==> config.mk <==
export PLATFORM = sky130hd
export DESIGN_NAME = multichannel_moving_average_flat
export DESIGN_NICKNAME = d
export VERILOG_FILES = /design/src/rtl/multichannel_moving_average_if.sv /design/src/rtl/multichannel_moving_average.sv /design/src/flat_wrapper.sv
export SDC_FILE = /design/constraint.sdc
export NUM_CORES = 1
export LEC_CHECK = 0
export CAP_MARGIN = 20
export CORE_MARGIN = 3
export CORE_UTILIZATION = 30
export DETAILED_ROUTE_END_ITERATION = 10
export MAX_ROUTING_LAYER = met4
export SLEW_MARGIN = 30
export SYNTH_ARGS = -nofsm -noshare
export SYNTH_HDL_FRONTEND = slang
export SYNTH_SLANG_ARGS = --single-unit
==> constraint.sdc <==
create_clock -name clk -period 4.73 [get_ports clk]
set_input_delay 0.7095 -clock clk [delete_from_list [all_inputs] [get_ports clk]]
set_output_delay 0.7095 -clock clk [all_outputs]
set_load 0.01 [all_outputs]
==> src/rtl/multichannel_moving_average_if.sv <==
// -----------------------------------------------------------------------------
// multichannel_moving_average_if
//   Sample/result bus between the ADC front end and the moving-average filter.
//
//   Signals
//     clear       flush of every channel's history (source -> filter)
//     in_valid    a sample is presented this cycle
//     in_ch       channel index of the sample
//     in_data     unsigned sample value
//     out_valid   out_* carry a result this cycle
//     out_ch      channel of the result
//     out_data    window mean
//     out_primed  the window was full of real samples for this result
//
//   Modports
//     master  sample source / result consumer (testbench, ADC front end)
//     slave   the filter itself
// -----------------------------------------------------------------------------
interface multichannel_moving_average_if #(
    parameter int DATA_W = 16,
    parameter int CH_W   = 2
);
    logic              clear;
    logic              in_valid;
    logic [CH_W-1:0]   in_ch;
    logic [DATA_W-1:0] in_data;
    logic              out_valid;
    logic [CH_W-1:0]   out_ch;
    logic [DATA_W-1:0] out_data;
    logic              out_primed;

    modport master (
        output clear, in_valid, in_ch, in_data,
        input  out_valid, out_ch, out_data, out_primed
    );

    modport slave (
        input  clear, in_valid, in_ch, in_data,
        output out_valid, out_ch, out_data, out_primed
    );
endinterface

==> src/rtl/multichannel_moving_average.sv <==
// -----------------------------------------------------------------------------
// multichannel_moving_average
//   N-channel, 2**LOG2_DEPTH-sample moving-average filter for the relay current
//   path. Time-multiplexed ADC samples arrive one channel per cycle; each
//   channel owns a circular history buffer, a running sum and a fill count.
//   The window mean of an accepted sample appears one cycle later.
//
//   Parameters
//     DATA_W      sample / output width (unsigned)
//     LOG2_DEPTH  window = 2**LOG2_DEPTH samples, 1..6
//     NUM_CH      number of independent channels, 1..8
//
//   Ports
//     clk    clock
//     reset  synchronous, active-high reset
//     bus    multichannel_moving_average_if.slave (clear, in_*, out_*)
//
//   Build option
//     MAF_ROUND_EN  defined: mean rounds half up; undefined: mean truncates.
// -----------------------------------------------------------------------------
module multichannel_moving_average #(
    parameter int DATA_W     = 16,
    parameter int LOG2_DEPTH = 2,
    parameter int NUM_CH     = 3
) (
    input  logic                          clk,
    input  logic                          reset,
    multichannel_moving_average_if.slave  bus
);

    localparam int CH_W  = (NUM_CH > 1) ? $clog2(NUM_CH) : 1;
    localparam int DEPTH = 1 << LOG2_DEPTH;
    localparam int SUM_W = DATA_W + LOG2_DEPTH;

    localparam logic [LOG2_DEPTH:0] FILL_FULL = (LOG2_DEPTH+1)'(DEPTH);

    // Per-channel state.
    logic [DATA_W-1:0]     hist [NUM_CH][DEPTH];
    logic [SUM_W-1:0]      sum  [NUM_CH];
    logic [LOG2_DEPTH-1:0] ptr  [NUM_CH];
    logic [LOG2_DEPTH:0]   fill [NUM_CH];

    // Datapath for the sample presented this cycle.
    logic                  ch_ok;
    logic                  accept;
    logic [CH_W-1:0]       ch_sel;
    logic [DATA_W-1:0]     oldest;
    logic [SUM_W:0]        sum_wide;
    logic [SUM_W-1:0]      sum_new;
    logic [LOG2_DEPTH:0]   fill_new;
    logic [DATA_W-1:0]     mean;

    // NOTE: every signal written here gets an unconditional value first, so
    // no path through the block leaves one unassigned and no latch is inferred.
    always_comb begin
        ch_ok    = int'(bus.in_ch) < NUM_CH;
        accept   = bus.in_valid && !bus.clear && ch_ok;
        // An out-of-range index is never accepted; steering it to channel 0
        // only keeps the array read in bounds.
        ch_sel   = ch_ok ? bus.in_ch : '0;
        oldest   = hist[ch_sel][ptr[ch_sel]];

        // Add then subtract in SUM_W+1 bits. The running sum always includes
        // the oldest sample, so the result is never negative and fits SUM_W.
        sum_wide = {1'b0, sum[ch_sel]}
                 + {{(LOG2_DEPTH+1){1'b0}}, bus.in_data}
                 - {{(LOG2_DEPTH+1){1'b0}}, oldest};
        sum_new  = SUM_W'(sum_wide);

        fill_new = (fill[ch_sel] == FILL_FULL) ? FILL_FULL : fill[ch_sel] + 1'b1;

`ifdef MAF_ROUND_EN
        // Round half up. Largest sum plus half an LSB still shifts down to at
        // most 2**DATA_W-1, so the cast drops only zero bits.
        mean = DATA_W'(({1'b0, sum_new} + (SUM_W+1)'(DEPTH / 2)) >> LOG2_DEPTH);
`else
        mean = DATA_W'(sum_new >> LOG2_DEPTH);
`endif
    end

    // NOTE: sequential state uses non-blocking assignments only, so every
    // read in this edge sees the pre-edge value regardless of statement order.
    // NOTE: the history buffers are cleared on reset and on clear because an
    // unfilled slot must read as 0 in the running sum; this is deliberate.
    always_ff @(posedge clk) begin
        if (reset || bus.clear) begin
            for (int c = 0; c < NUM_CH; c++) begin
                for (int d = 0; d < DEPTH; d++) begin
                    hist[c][d] <= '0;
                end
                sum[c]  <= '0;
                ptr[c]  <= '0;
                fill[c] <= '0;
            end
        end else if (accept) begin
            // Overwrite the oldest slot; the pointer wraps naturally.
            hist[ch_sel][ptr[ch_sel]] <= bus.in_data;
            sum[ch_sel]               <= sum_new;
            ptr[ch_sel]               <= ptr[ch_sel] + 1'b1;
            fill[ch_sel]              <= fill_new;
        end
    end

    // Result register: out_ch/out_data hold between results; clear drops only
    // the primed flag.
    always_ff @(posedge clk) begin
        if (reset) begin
            bus.out_valid  <= 1'b0;
            bus.out_ch     <= '0;
            bus.out_data   <= '0;
            bus.out_primed <= 1'b0;
        end else begin
            bus.out_valid <= accept;
            if (bus.clear) begin
                bus.out_primed <= 1'b0;
            end else if (accept) begin
                bus.out_ch     <= bus.in_ch;
                bus.out_data   <= mean;
                bus.out_primed <= (fill_new == FILL_FULL);
            end
        end
    end

endmodule

==> src/flat_wrapper.sv <==
// flat-port wrapper written by rule: the top's interface ports become plain ports
module multichannel_moving_average_flat 
#(
    parameter int DATA_W     = 16,
    parameter int LOG2_DEPTH = 2,
    parameter int NUM_CH     = 3
)
  (clk, reset, bus_clear, bus_in_valid, bus_in_ch, bus_in_data, bus_out_valid, bus_out_ch, bus_out_data, bus_out_primed);
  multichannel_moving_average_if #(.DATA_W(DATA_W), .CH_W((2))) bus_i ();
  input  logic clk;
  input  logic reset;
  input wire logic [$bits(bus_i.clear)-1:0] bus_clear;
  input wire logic [$bits(bus_i.in_valid)-1:0] bus_in_valid;
  input wire logic [$bits(bus_i.in_ch)-1:0] bus_in_ch;
  input wire logic [$bits(bus_i.in_data)-1:0] bus_in_data;
  output wire logic [$bits(bus_i.out_valid)-1:0] bus_out_valid;
  output wire logic [$bits(bus_i.out_ch)-1:0] bus_out_ch;
  output wire logic [$bits(bus_i.out_data)-1:0] bus_out_data;
  output wire logic [$bits(bus_i.out_primed)-1:0] bus_out_primed;
  assign bus_i.clear = bus_clear;
  assign bus_i.in_valid = bus_in_valid;
  assign bus_i.in_ch = bus_in_ch;
  assign bus_i.in_data = bus_in_data;
  assign bus_out_valid = bus_i.out_valid;
  assign bus_out_ch = bus_i.out_ch;
  assign bus_out_data = bus_i.out_data;
  assign bus_out_primed = bus_i.out_primed;
  multichannel_moving_average #(.DATA_W(DATA_W), .LOG2_DEPTH(LOG2_DEPTH), .NUM_CH(NUM_CH)) u_core (.clk(clk), .reset(reset), .bus(bus_i));
endmodule
# Yosys cells after proc, flatten, opt, wreduce, memory -nomap -nowiden
# Memory sizes are Yosys's and may differ from the RTL's.
# Cells that the tools add are included.
[totals] wordCells=55 ramBits=261 output_inout_bits=20 ff_bits=20 input_bits=22 n_memories=4
[mem_list] memory="u_core.hist" words=3 word_bits=64 rd=1 rd_ports_with_merged_regs=0 wr=3 line="multichannel_moving_average.sv:38" rtl="logic [DATA_W-1:0] hist [NUM_CH][DEPTH];"
[mem_list] memory="u_core.sum" words=3 word_bits=18 rd=1 rd_ports_with_merged_regs=0 wr=3 line="multichannel_moving_average.sv:39" rtl="logic [SUM_W-1:0] sum [NUM_CH];"
[mem_list] memory="u_core.fill" words=3 word_bits=3 rd=1 rd_ports_with_merged_regs=0 wr=3 line="multichannel_moving_average.sv:41" rtl="logic [LOG2_DEPTH:0] fill [NUM_CH];"
[mem_list] memory="u_core.ptr" words=3 word_bits=2 rd=1 rd_ports_with_merged_regs=0 wr=3 line="multichannel_moving_average.sv:40" rtl="logic [LOG2_DEPTH-1:0] ptr [NUM_CH];"
[classes] bitwise=2 muxes=25 n_lt_le_gt_ge=3 n_eq_ne=2 n_addsub=4 reduce_logical=11
[ops] operator="$mux 64" n=3
[ops] operator="$reduce_or 64->1" n=1
[ops] operator="$mux 16" n=3
[ops] operator="$bmux 16 s2" n=1
[ops] operator="$demux 16 s2" n=1
[ops] operator="$add 18x16->18" n=1
[ops] operator="$mux 18" n=1
[ops] operator="$reduce_or 18->1" n=1
[ops] operator="$sub 18x16->18" n=1
[ops] operator="$mux 2" n=6
[ops] operator="$mux 1" n=8
[ops] operator="$eq 3x3->1 const B" n=2
[ops] operator="$mux 3" n=2
[ops] operator="$reduce_or 2->1" n=2
[ops] operator="$add 3x1->3 const B" n=1
[ops] operator="$ge 3x3->1 const B" n=1
[ops] operator="$logic_and 1x1->1" n=3
[ops] operator="$lt 3x1->1 const B" n=1
[ops] operator="$not 2->3" n=1
[ops] operator="$reduce_or 3->1" n=1
[ops] operator="$add 2x1->2 const B" n=1
[ops] operator="$lt 2x2->1 const B" n=1
[ops] operator="$reduce_and 2->1" n=1
[ops] operator="$logic_not 1->1" n=1
[ops] operator="2 further kinds" n=2

# Logic depth before layout (Yosys ltp)
# Gate-level depths: netlist (run 1).
# An unclocked memory read counts as a cell.
[depth] depth_word=11 depth_mapped=21 ltp_nobuf=19

# Worst setup path after synthesis (run 1)
# No wires, ideal clock.
[synth_timing] kind="input-to-reg" startpoint="input bus_in_ch[1]" endpoint="memory u_core.sum[2][12] (netlist bit) (data pin)" cell_stages=16 path_slack_ps=-125 required_time_ps=4465 path_buffers=5 arrival_ps=4590 setup_ps=265 path_cell_list="inv_1 -> ha_1 -> buf_6 -> buf_4 -> buf_2 -> buf_4 -> buf_4 -> mux4_2 -> fa_1 -> ha_1 -> a21o_1 -> a2111oi_2 -> a21oi_1 -> a31oi_1 -> xor2_1 -> nor2_1"
[synth_rtl] item="start, declared" line="flat_wrapper.sv:14" rtl="input wire logic [$bits(bus_i.in_ch)-1:0] bus_in_ch;"
[synth_rtl] item="end, declared" line="multichannel_moving_average.sv:39"

==> insert_results.sql, run 1 <==
INSERT INTO impl_metrics (metric_group, metric, value, unit) VALUES
('finish', 'final_net_count', '1349', ''),
('synth', 'synth.top_cell.area_share', '62.8', '%'),
('clock_network', 'cts.reportedPaths.clkPinSlew', '0.06', 'ns'),
('place', 'gp_congestion', '0.841', ''),
('routing', 'drc', '0', ''),
('clock_network', 'tritoncts', 'done', ''),
('timing', 'setup-tns-final', '0', 'ns'),
('clock_network', 'clk_latency', '0.54', 'ns'),
('worst_hold_path', 'min-delay-path-class', 'reg2reg', ''),
('timing', 'worst_slew_margin_rel', '47.8', '%'),
('floorplanning', 'start_util', '30.6', '%'),
('synth', 'prevailing_post_synth_register_cell', 'edfxtp_1', ''),
('global_route', 'grt_pass1_vias', '10500', ''),
('worst_setup_path', 'cp.arrival', '5.01', 'ns'),
('global_route', 'global_route.usage.total', '15.3', '%'),
('worst_setup_path', 'setup.worst_path.class', 'in2reg', ''),
('clock_network', 'h-tree-depth', '2', ''),
('global_route', 'grt_max_degree', '38', ''),
('timing', 'layout_worst_path_cycle_share', '99.9', '%'),
('pwr', 'cellPowerDensity', '432', 'nW/um2'),
('place', 'dp_hpwl', '28600', 'um'),
('floorplanning', 'chipWidth', '242', 'um'),
('outcome', 'outcome', 'completed', ''),
('floorplanning', 'floorplan.die.height', '242', 'um'),
('worst_setup_path', 'required', '5.01', 'ns'),
('clock_network', 'clk_path_buf_depth', '3', ''),
('timing', 'worst_pin_slew', '0.783', 'ns'),
('timing', 'final_hold_viol_count', '0', ''),
('timing', 'final.hold.worst_slack', '0.455', 'ns'),
('clock_network', 'post_cts_hold_buffer_count', '0', ''),
('synth', 'syn_avg_cell_area', '15.0', 'um2'),
('synth', 'synth.ff_latch_count', '368', ''),
('routing', 'antenna_violating_nets_post_route', '0', ''),
('synth', 'synth-edff-count', '348', ''),
('floorplanning', 'core', '54300', 'um2'),
('routing', 'detail_route.first_pass.iterations', '7', ''),
('synth', 'ys_async_sr_fraction', '0', '%'),
('synth', 'seq_total_area_yosys', '65.2', '%'),
('clock_network', 'numClockSinks', '368', ''),
('finish', 'flip_flop_and_latch_area', '10900', 'um2'),
('timing', 'clock_period_minus_final_worst_setup_slack', '4.72', 'ns'),
('timing', 'clock-skew-final', '0.0127', 'ns'),
('finish', 'final_core_utilization', '38.2', '%'),
('worst_setup_path', 'crit_path_max_incr_delay', '0.75', 'ns'),
('worst_setup_path', 'crit_path_max_fanout', '5', ''),
('finish', 'flow.area_growth_from_synthesis', '24.6', '%'),
('global_route', 'antenna_violations_before_repair', '0', ''),
('synth', 'synth.cell_area', '16600', 'um2'),
('timing', 'grt_setup_unrepaired', 'yes', ''),
('pwr', 'ir_drop_worst_case_vdd', '305', 'uV'),
('clock_network', 'cts_root_buf', 'clkbuf_16', ''),
('synth', 'syn_nets', '1178', ''),
('synth', 'yosys_synthesis_warning_count', '0', ''),
('clock_network', 'cts-buffers-inserted', '39', ''),
('timing', 'fmax', '212', 'MHz'),
('floorplanning', 'die_area', '58300', 'um2'),
('timing', 'number_of_setup_violations_in_the_final_report', '0', ''),
('floorplanning', 'top_level_ports', '42', ''),
('routing', 'via_per_inst', '4.99', ''),
('global_route', 'grt_overflow', '0', ''),
('worst_setup_path', 'crit_chain', 'buf_6 -> inv_4 -> ha_4 -> mux4_4 -> buf_12 -> buf_4 -> mux4_2 -> a22o_4 -> a221oi_4 -> fa_1 -> ha_4 -> buf_6 -> a2111oi_4 -> a21o_1 -> o21a_1 -> xor2_1 -> buf_4 -> nor2_2', ''),
('global_route', 'grt_first_pass_wirelength', '66600', 'um'),
('synth', 'ys_top_cells_by_area', 'edfxtp_1 (63%), mux4_2 (12%), nor2_1 (4.9%)', ''),
('worst_setup_path', 'critical_path.endpoint_type', 'flip-flop', ''),
('finish', 'multi_input_comb_area', '5770', 'um2'),
('synth', 'post_synth_inst_count', '1113', ''),
('worst_setup_path', 'cpMaxStageDelayCell', 'mux4_4', ''),
('routing', 'drt_wl_total', '43300', 'um'),
('finish', 'final-instance-count-excl-fill', '2053', ''),
('finish', 'n_antenna_cell', '0', ''),
('flow_run', 'maxCapViolCount', '0', '');
[routing by layer]
layer	share of wire (%)	global-route usage, %	vias to the layer above
met2	50	24.7	280
met3	4.9	1.86	62
li1	-	-	4563
met1	44	20.7	5331
met5	0	-	-
met4	1.9	3.79	0
[registers in the layout (all words and copies together) (netlist names)]
signal	count
u_core.bus.out_ch	2
u_core.bus.out_data	16
u_core.bus.out_primed	1
u_core.bus.out_valid	1
u_core.fill	12
u_core.hist	256
u_core.ptr	8
u_core.sum	72
[synthesized netlist by cell type, drive strengths merged (4+ instances only)]
| cell | instances |
|---|---|
| nor4 | 4 |
| inv | 49 |
| nor2 | 217 |
| o211ai | 6 |
| nor2b | 4 |
| mux2i | 7 |
| ha | 27 |
| a21oi | 31 |
| edfxtp | 348 |
| o21ai | 10 |
| nor3b | 4 |
| xnor2 | 5 |
| mux4 | 87 |
| buf | 29 |
| clkbuf | 34 |
| o21a | 4 |
| or3 | 4 |
| a21o | 6 |
| and3 | 14 |
| fa | 16 |
| nand3 | 17 |
| or2 | 7 |
| xor2 | 6 |
| dfxtp | 20 |
| a221oi | 17 |
| a22o | 15 |
| a31oi | 5 |
| nand2 | 68 |
| nand4 | 4 |
| nor3 | 13 |
[cells in the final DEF (no fill, tap or decap), types with 5 or more instances in the layout]
cell               n
a21o_1             5
a21oi_1           18
a21oi_2           10
a221oi_2          11
a221oi_4           6
a22o_1            13
and3_1            13
buf_12            18
buf_4            130
clkbuf_1          16
clkbuf_16         39
clkdlybuf4s50_1   39
clkinv_1           5
dfxtp_1           20
edfxtp_1         348
fa_1              15
ha_1              18
ha_4               7
inv_1             46
mux2i_1            7
mux4_2            86
nand2_1           67
nand3_1           17
nor2_1           209
nor2_2             7
nor3_1            10
o211ai_1           6
or2_2              7
xor2_1             6
[timing repair]
item / 4_1_cts / 5_1_grt
gates cloned: 2 / 0
setup buffers: 1 / 5
resized for setup: 38 / 46
setup endpoints to repair: 67 / 47
pin swaps: 20 / 37
[cell type report]
type / count / share of cell area (%)
Timing Repair Buffer: 193 / 8.78
Tap cell: 739 / 4.46
Clock buffer: 57 / 5.13
Inverter: 49 / 0.899
Sequential cell: 368 / 52.3
Clock inverter: 14 / 0.603
Multi-Input combinational cell: 633 / 27.8
[worst max-delay path: cells and delay by family]
kind | cells | cell delay [ns]
AO/OA/AOI/OAI | 5 | 1.36
multiplexers | 2 | 1.05
adder cells (fa/ha/maj) | 3 | 0.94
buffers and inverters | 6 | 0.77
XOR/XNOR | 1 | 0.14
AND/OR/NAND/NOR | 1 | 0.04
[where the power goes]
part	leakage [nW]	switching (W)	total, W	internal (W)
clock network	0.579	0.00123	0.00290	0.00167
registers	3.80	0.0000490	0.00381	0.00376
logic	3.08	0.00119	0.00225	0.00106
[kinds of logic (layout without fill, tap and decap cells)]
logic type	after synthesis	in the layout	share of synthesized area, %
AO/OA/AOI/OAI	110	110	5.23
XOR/XNOR	11	11	0.579
adder cells (fa/ha/maj)	43	43	3.95
buffers and inverters	112	313	2.94
flip-flops	368	368	65.2
multiplexers	94	94	12.2
AND/OR/NAND/NOR	375	375	9.89
[per-stage QoR]
step / area [um2] / setup slack, ns
3_5_place_dp: 19000 / -1.12
5_1_grt: 20700 / -0.0999
3_3_place_gp: 19000 / -1.14
2_1_floorplan: 16700 / 0.0384
6_report: 20700 / 0.00551
4_1_cts: 20500 / 0.00552
[path summary, 6_finish.rpt]
kind                        startpoint                    to  slack (ns)  cells after the start
hold / removal    u_core.bus.out_ch[1]  u_core.bus.out_ch[1]        0.45                      2
setup / recovery          bus_in_ch[1]     u_core.sum[1][10]       0.006                     18
hold reg to reg   u_core.bus.out_ch[1]  u_core.bus.out_ch[1]        0.45                      2
setup reg to reg      u_core.ptr[1][0]     u_core.sum[1][10]        0.15                     15
No activity file was read; power rests on OpenSTA's default activity.
==> run 2: changes to the inputs <==
Clock period 4.73 ns to 4.65 ns, I/O delays scaled along.
==> run 2 against run 1 <==
Against the previous run: first-iteration DRC count fell by 14%; via count is 0.74% higher; wire length up 3.5%; register-to-register slack got worse by 0.03 ns; cell count up 1.1%; die area is the same; clock-buffer cell count is 2 lower; critical path depth shrank 1; critical endpoint is now u_core.sum[0][13]; largest cell class unchanged; highest routed layer unchanged.
==> insert_results.sql, run 2 (synthesis gave the netlist of run 1 again) <==
INSERT INTO impl_metrics (metric_group, metric, value, unit) VALUES
('timing', 'layout_worst_path_cycle_share', '99.7', '%'),
('worst_setup_path', 'worst_case_reg_to_reg_path_depth', '14', ''),
('clock_network', 'clk_path_buf_depth', '3', ''),
('worst_setup_path', 'critical_path.endpoint_type', 'flip-flop', ''),
('clock_network', 'tritoncts', 'done', ''),
('place', 'dp_cells', '1986', ''),
('worst_setup_path', 'crit_path_max_fanout', '7', ''),
('floorplanning', 'die_area', '58300', 'um2'),
('place', 'numPortBuffers', '41', ''),
('timing', 'fmax', '216', 'MHz'),
('clock_network', 'h-tree-depth', '2', ''),
('timing', 'clock-skew-final', '0.0226', 'ns'),
('routing', 'drt_wl_total', '44900', 'um'),
('clock_network', 'clk_latency', '0.55', 'ns'),
('routing', 'detail_route.first_pass.iterations', '5', ''),
('floorplanning', 'core.rowCount', '85', ''),
('global_route', 'gr-max-usage-layer', 'met2', ''),
('timing', 'clock_period_minus_final_worst_setup_slack', '4.64', 'ns'),
('clock_network', 'cts-buffers-inserted', '41', ''),
('global_route', 'grt_max_degree', '46', ''),
('timing', 'number_of_setup_violations_in_the_final_report', '0', ''),
('worst_setup_path', 'setup.reg_to_reg.worst_slack', '0.12', 'ns'),
('worst_setup_path', 'cp.arrival', '4.92', 'ns'),
('clock_network', 'numClockSinks', '368', ''),
('routing', 'detail_route.iter0.violations', '886', ''),
('worst_hold_path', 'hold_start', 'u_core.bus.out_data[3]', ''),
('clock_network', 'cts.reportedPaths.clkPinSlew', '0.06', 'ns'),
('finish', 'flow.area_growth_from_synthesis', '26.7', '%'),
('worst_setup_path', 'worstReg2RegEnd', 'u_core.sum[0][13]', ''),
('timing', 'setup-tns-final', '0', 'ns'),
('global_route', 'grt_first_pass_wirelength', '67900', 'um'),
('finish', 'num-fill-cells', '4980', ''),
('routing', 'antenna_violating_nets_post_route', '0', ''),
('worst_hold_path', 'min-delay-path-class', 'reg2reg', ''),
('global_route', 'use_met3', '2.91', '%'),
('flow_run', 'maxCapViolCount', '0', ''),
('timing', 'final_max_slew_viol_count', '0', ''),
('global_route', 'global_route_met2_utilization', '25.5', '%'),
('global_route', 'global_route.usage.total', '15.8', '%'),
('outcome', 'outcome', 'completed', ''),
('finish', 'most-common-layout-cells', 'edfxtp_1 (348), nor2_1 (211), buf_4 (149)', ''),
('finish', 'post_route_cells_drive_above_1_share', '32.0', '%'),
('clock_network', 'cts_root_buf', 'clkbuf_16', ''),
('finish', 'largest_register', 'u_core.hist', ''),
('finish', 'final_net_count', '1371', ''),
('worst_setup_path', 'worstReg2RegStart', 'u_core.ptr[3][0]', ''),
('worst_hold_path', 'whs_endpoint', 'u_core.bus.out_data[3]', ''),
('finish', 'final-instance-count-excl-fill', '2076', ''),
('floorplanning', 'chipWidth', '242', 'um'),
('pwr', 'cellPowerDensity', '443', 'nW/um2'),
('routing', 'routedWlPerCell', '21.6', 'um'),
('worst_setup_path', 'critical_path.startpoint_type', 'input pin', ''),
('clock_network', 'post_cts_hold_buffer_count', '0', ''),
('routing', 'via_per_inst', '4.97', ''),
('floorplanning', 'core', '54300', 'um2'),
('global_route', 'grt_overflow', '0', ''),
('timing', 'final_hold_viol_count', '0', ''),
('global_route', 'grt_use_met1', '20.6', '%'),
('floorplanning', 'top_level_ports', '42', ''),
('finish', 'most_common_cell_after_layout_fill_and_taps_aside', 'edfxtp_1', ''),
('global_route', 'grt_pass1_vias', '10700', ''),
('worst_hold_path', 'worstHoldPathCells', '2', ''),
('global_route', 'antenna_violations_before_repair', '0', ''),
('worst_setup_path', 'required', '4.93', 'ns'),
('finish', 'largest_register_ff_count', '256', ''),
('floorplanning', 'floorplan.die.height', '242', 'um'),
('finish', 'reg_top3', 'u_core.hist x256, u_core.sum x72, u_core.bus.out_data x16', ''),
('timing', 'grt_setup_unrepaired', 'yes', ''),
('pwr', 'p_leak', '7.60', 'nW'),
('worst_setup_path', 'worst_setup_path_start', 'bus_in_ch[1]', ''),
('timing', 'worst_slew_margin_rel', '47.9', '%'),
('routing', 'dr_total_vias', '10300', ''),
('timing', 'worst_pin_slew', '0.780', 'ns'),
('floorplanning', 'start_util', '30.6', '%'),
('place', 'gp_congestion', '0.831', ''),
('finish', 'n_antenna_cell', '0', ''),
('routing', 'drc', '0', ''),
('pwr', 'ir_drop_worst_case_vdd', '251', 'uV'),
('worst_setup_path', 'setup.worst_path.class', 'in2reg', ''),
('place', 'dp_hpwl', '29500', 'um');
## run 2: area by class of cell
type,instances,area (um2),share of cell area (%)
timing repair buffer,213,1980,9.40
inverter,49,196,0.932
tap,739,925,4.39
multi-input combinational,633,5900,28.0
sequential,368,10900,51.5
clock inverter,19,123,0.582
clock buffer,55,1110,5.26
## run 2: how the worst max path moves through the flow
stage | to | slack, ns
after floorplan | u_core.sum[2][12] | -0.02
after global placement | u_core.sum[2][17] | -1.10
after detailed placement | u_core.bus.out_data[12] | -1.13
after CTS | u_core.bus.out_data[12] | -0.08
after global routing | u_core.sum[1][10] | -0.13
final | u_core.sum[0][13] | 0.01
## run 2: critical path: stages
cell and delay, ns:
buf_12 0.11, inv_12 0.04, ha_4 0.13, mux4_4 0.77
buf_6 0.20, buf_16 0.14, mux4_2 0.30, a22o_1 0.23
a221oi_2 0.26, fa_1 0.51, ha_4 0.28, buf_6 0.13
a31o_4 0.23, o21ai_4 0.21, a211oi_2 0.13, or3_4 0.36
and3b_1 0.18
## run 2: power breakdown
group          switching, W  leakage (nW)  internal, W
Sequential        0.0000490          3.80      0.00382
Clock               0.00130         0.594      0.00168
Combinational       0.00128          3.20      0.00121
Total               0.00263          7.60      0.00671
## run 2: metal layers
metal | vias up | wire (um) | share of wire (%)
met4 | 0 | 1150 | 2.6
met5 | - | 0 | 0
met2 | 324 | 21800 | 49
met3 | 62 | 2930 | 6.5
li1 | 4604 | - | -
met1 | 5322 | 19000 | 42
## run 2: stage by stage
stage          instance area (um2)  hold WS (ns)  total power (W)  setup WS, ns  utilization (%)
6_report                     21100         0.452          0.00934        0.0150             38.8
5_1_grt                      21100         0.481          0.00974        -0.128             38.8
4_1_cts                      20900         0.454          0.00925       -0.0831             38.5
3_5_place_dp                 19100         0.449          0.00596         -1.13             35.2
3_3_place_gp                 19100         0.443          0.00593         -1.10             35.2
2_1_floorplan                16700         0.481          0.00501       -0.0185                -
## run 2: repair_timing
action,4_1_cts,5_1_grt
setup endpoints to repair,70,57
buffers inserted,9,6
endpoints found under the hold margin,0,0
gates resized for setup,77,41
pin swaps,29,38
cloned,3,0
==> run 3: changes to the inputs <==
Settings changed: SETUP_SLACK_MARGIN set to 0.5.
==> run 3 against run 2 <==
Against the previous run: the run now ends with negative setup slack left; worst setup slack worse by 0.061 ns; clock-buffer cell count shrank 2; sequential share of layout area rose by 0.22 points; combinational power decreased by 4%; clock skew increased by 0.00082 ns; cell count fell by 0.96%; die area stayed put; sequential power is essentially flat; hold slack better by 0.0020 ns; register-to-register slack gained 0.04 ns; critical path depth up 3; core utilization fell by 0.16 points; largest cell class unchanged.
==> insert_results.sql, run 3 (synthesis gave the netlist of run 1 again) <==
INSERT INTO impl_metrics (metric_group, metric, value, unit) VALUES
('finish', 'num-fill-cells', '4981', ''),
('worst_setup_path', 'setup.worst_path.class', 'in2reg', ''),
('finish', 'most_common_cell_after_layout_fill_and_taps_aside', 'edfxtp_1', ''),
('clock_network', 'cts.reportedPaths.clkPinSlew', '0.06', 'ns'),
('pwr', 'cellPowerDensity', '445', 'nW/um2'),
('finish', 'post_route_cells_drive_above_1_share', '31.1', '%'),
('place', 'dp_cells', '1967', ''),
('floorplanning', 'core.rowCount', '85', ''),
('routing', 'routedWlPerCell', '21.8', 'um'),
('timing', 'worst_slack', '-0.0456', 'ns'),
('worst_setup_path', 'cp.arrival', '4.98', 'ns'),
('timing', 'worst_slew_margin_rel', '47.4', '%'),
('clock_network', 'clk_latency', '0.54', 'ns'),
('timing', 'layout_worst_path_cycle_share', '101', '%'),
('floorplanning', 'floorplan.die.height', '242', 'um'),
('finish', 'largest_register', 'u_core.hist', ''),
('routing', 'detail_route.first_pass.iterations', '5', ''),
('floorplanning', 'start_util', '30.6', '%'),
('timing', 'number_of_setup_violations_in_the_final_report', '8', ''),
('global_route', 'grt_pass1_vias', '10600', ''),
('place', 'numPortBuffers', '41', ''),
('routing', 'drt_wl_total', '44900', 'um'),
('timing', 'final_max_slew_viol_count', '0', ''),
('worst_setup_path', 'critical_path.endpoint_type', 'flip-flop', ''),
('clock_network', 'h-tree-depth', '2', ''),
('clock_network', 'cts-buffers-inserted', '40', ''),
('clock_network', 'clk_path_buf_depth', '3', ''),
('routing', 'via_per_inst', '5.00', ''),
('global_route', 'grt_first_pass_wirelength', '67100', 'um'),
('finish', 'reg_top3', 'u_core.hist x256, u_core.sum x72, u_core.bus.out_data x16', ''),
('floorplanning', 'top_level_ports', '42', ''),
('floorplanning', 'die_area', '58300', 'um2'),
('worst_setup_path', 'critical_path.startpoint_type', 'input pin', ''),
('clock_network', 'cts_root_buf', 'clkbuf_16', ''),
('clock_network', 'numClockSinks', '368', ''),
('timing', 'clock-skew-final', '0.0234', 'ns'),
('timing', 'clock_period_minus_final_worst_setup_slack', '4.70', 'ns'),
('place', 'place_ws', '-1.02', 'ns'),
('pwr', 'p_leak', '7.55', 'nW'),
('floorplanning', 'core', '54300', 'um2'),
('routing', 'antenna_violating_nets_post_route', '0', ''),
('outcome', 'violations', 'negative setup slack', ''),
('finish', 'final_net_count', '1352', ''),
('pwr', 'ir_drop_worst_case_vdd', '187', 'uV'),
('worst_hold_path', 'min-delay-path-class', 'reg2reg', ''),
('clock_network', 'post_cts_hold_buffer_count', '0', ''),
('worst_setup_path', 'setup.reg_to_reg.worst_slack', '0.16', 'ns'),
('timing', 'grt_setup_unrepaired', 'yes', ''),
('place', 'gp_congestion', '0.841', ''),
('global_route', 'antenna_violations_before_repair', '0', ''),
('worst_setup_path', 'crit_path_max_fanout', '5', ''),
('timing', 'setup-tns-final', '-0.223', 'ns'),
('finish', 'flow.area_growth_from_synthesis', '26.2', '%'),
('timing', 'worst_pin_slew', '0.788', 'ns'),
('outcome', 'outcome', 'finished with violations', ''),
('pwr', 'fin_total_pwr', '0.00934', 'W'),
('finish', 'final-instance-count-excl-fill', '2056', ''),
('timing', 'fmax', '213', 'MHz'),
('global_route', 'grt_max_degree', '30', ''),
('flow_run', 'maxCapViolCount', '0', ''),
('finish', 'most-common-layout-cells', 'edfxtp_1 (348), nor2_1 (211), buf_4 (132)', ''),
('clock_network', 'tritoncts', 'done', ''),
('routing', 'drc', '0', ''),
('routing', 'dr_total_vias', '10300', ''),
('global_route', 'global_route.usage.total', '15.6', '%'),
('timing', 'final_hold_viol_count', '0', ''),
('finish', 'n_antenna_cell', '0', ''),
('floorplanning', 'chipWidth', '242', 'um'),
('finish', 'largest_register_ff_count', '256', ''),
('routing', 'detail_route.iter0.violations', '1069', ''),
('place', 'dp_hpwl', '29000', 'um'),
('global_route', 'grt_overflow', '0', ''),
('worst_setup_path', 'required', '4.93', 'ns');
## run 3: changes by cell type in the layout (fill, tap and decap cells not counted), sizes merged
cell,before,now
bufinv,0,3
buf,174,153
clkdlybuf4s15,0,1
inv,50,49
clkinvlp,3,1
## run 3: worst paths after layout
kind	to	start	cells after the start
max	u_core.sum[0][16]	bus_in_ch[1]	20
min reg2reg	u_core.bus.out_ch[0]	u_core.bus.out_ch[0]	2
min	u_core.bus.out_ch[0]	u_core.bus.out_ch[0]	2
max reg2reg	u_core.sum[0][16]	u_core.ptr[0][0]	16
## run 3: per-layer routing
| metal | up-vias | GRT usage [%] | routed length, um |
|---|---|---|---|
| li1 | 4567 | - | - |
| met1 | 5318 | 20.9 | 19200 |
| met2 | 343 | 24.7 | 21700 |
| met3 | 56 | 2.75 | 3200 |
| met4 | 0 | 4.02 | 830 |
| met5 | - | - | 0 |
## run 3: critical path, stage by stage
cell       delay [ns]
buf_6            0.09
buf_6            0.12
inv_12           0.04
ha_4             0.13
mux4_4           0.70
buf_4            0.21
buf_16           0.14
mux4_2           0.29
a22o_4           0.29
a221oi_2         0.17
buf_4            0.17
fa_1             0.46
ha_4             0.33
buf_4            0.12
o2111ai_4        0.15
a21o_1           0.27
o21ai_2          0.22
xnor2_1          0.15
buf_4            0.16
nor2_1           0.04
## run 3: where the power goes
part	total, W	internal [W]	switching, W	leakage, nW
sequential	0.00387	0.00382	0.0000497	3.80
clock	0.00307	0.00179	0.00128	0.619
combinational	0.00239	0.00113	0.00127	3.13
## run 3: layout make-up
class	instances	area [um2]	area share, %
flip-flops and latches	368	10900	51.7
multi-input cells	633	5940	28.3
repair buffers	195	1810	8.62
clock buffers	53	1070	5.10
well taps	739	925	4.40
clock inverters	19	200	0.954
inverters	49	196	0.936
## run 3: timing repair
item	CTS	global route
gates resized for setup	60	40
cloned	1	2
endpoints found under the hold margin	0	0
setup endpoints to repair	84	76
pin swaps	18	23
buffers inserted	7	7
## run 3: metrics by stage
stage	hold slack, ns	area (um2)	utilization, %
2_1_floorplan	0.481	16800	-
6_report	0.454	21000	38.6
3_5_place_dp	0.451	19000	35.0
3_3_place_gp	0.447	19000	35.0
4_1_cts	0.459	20700	38.0
5_1_grt	0.482	21000	38.6
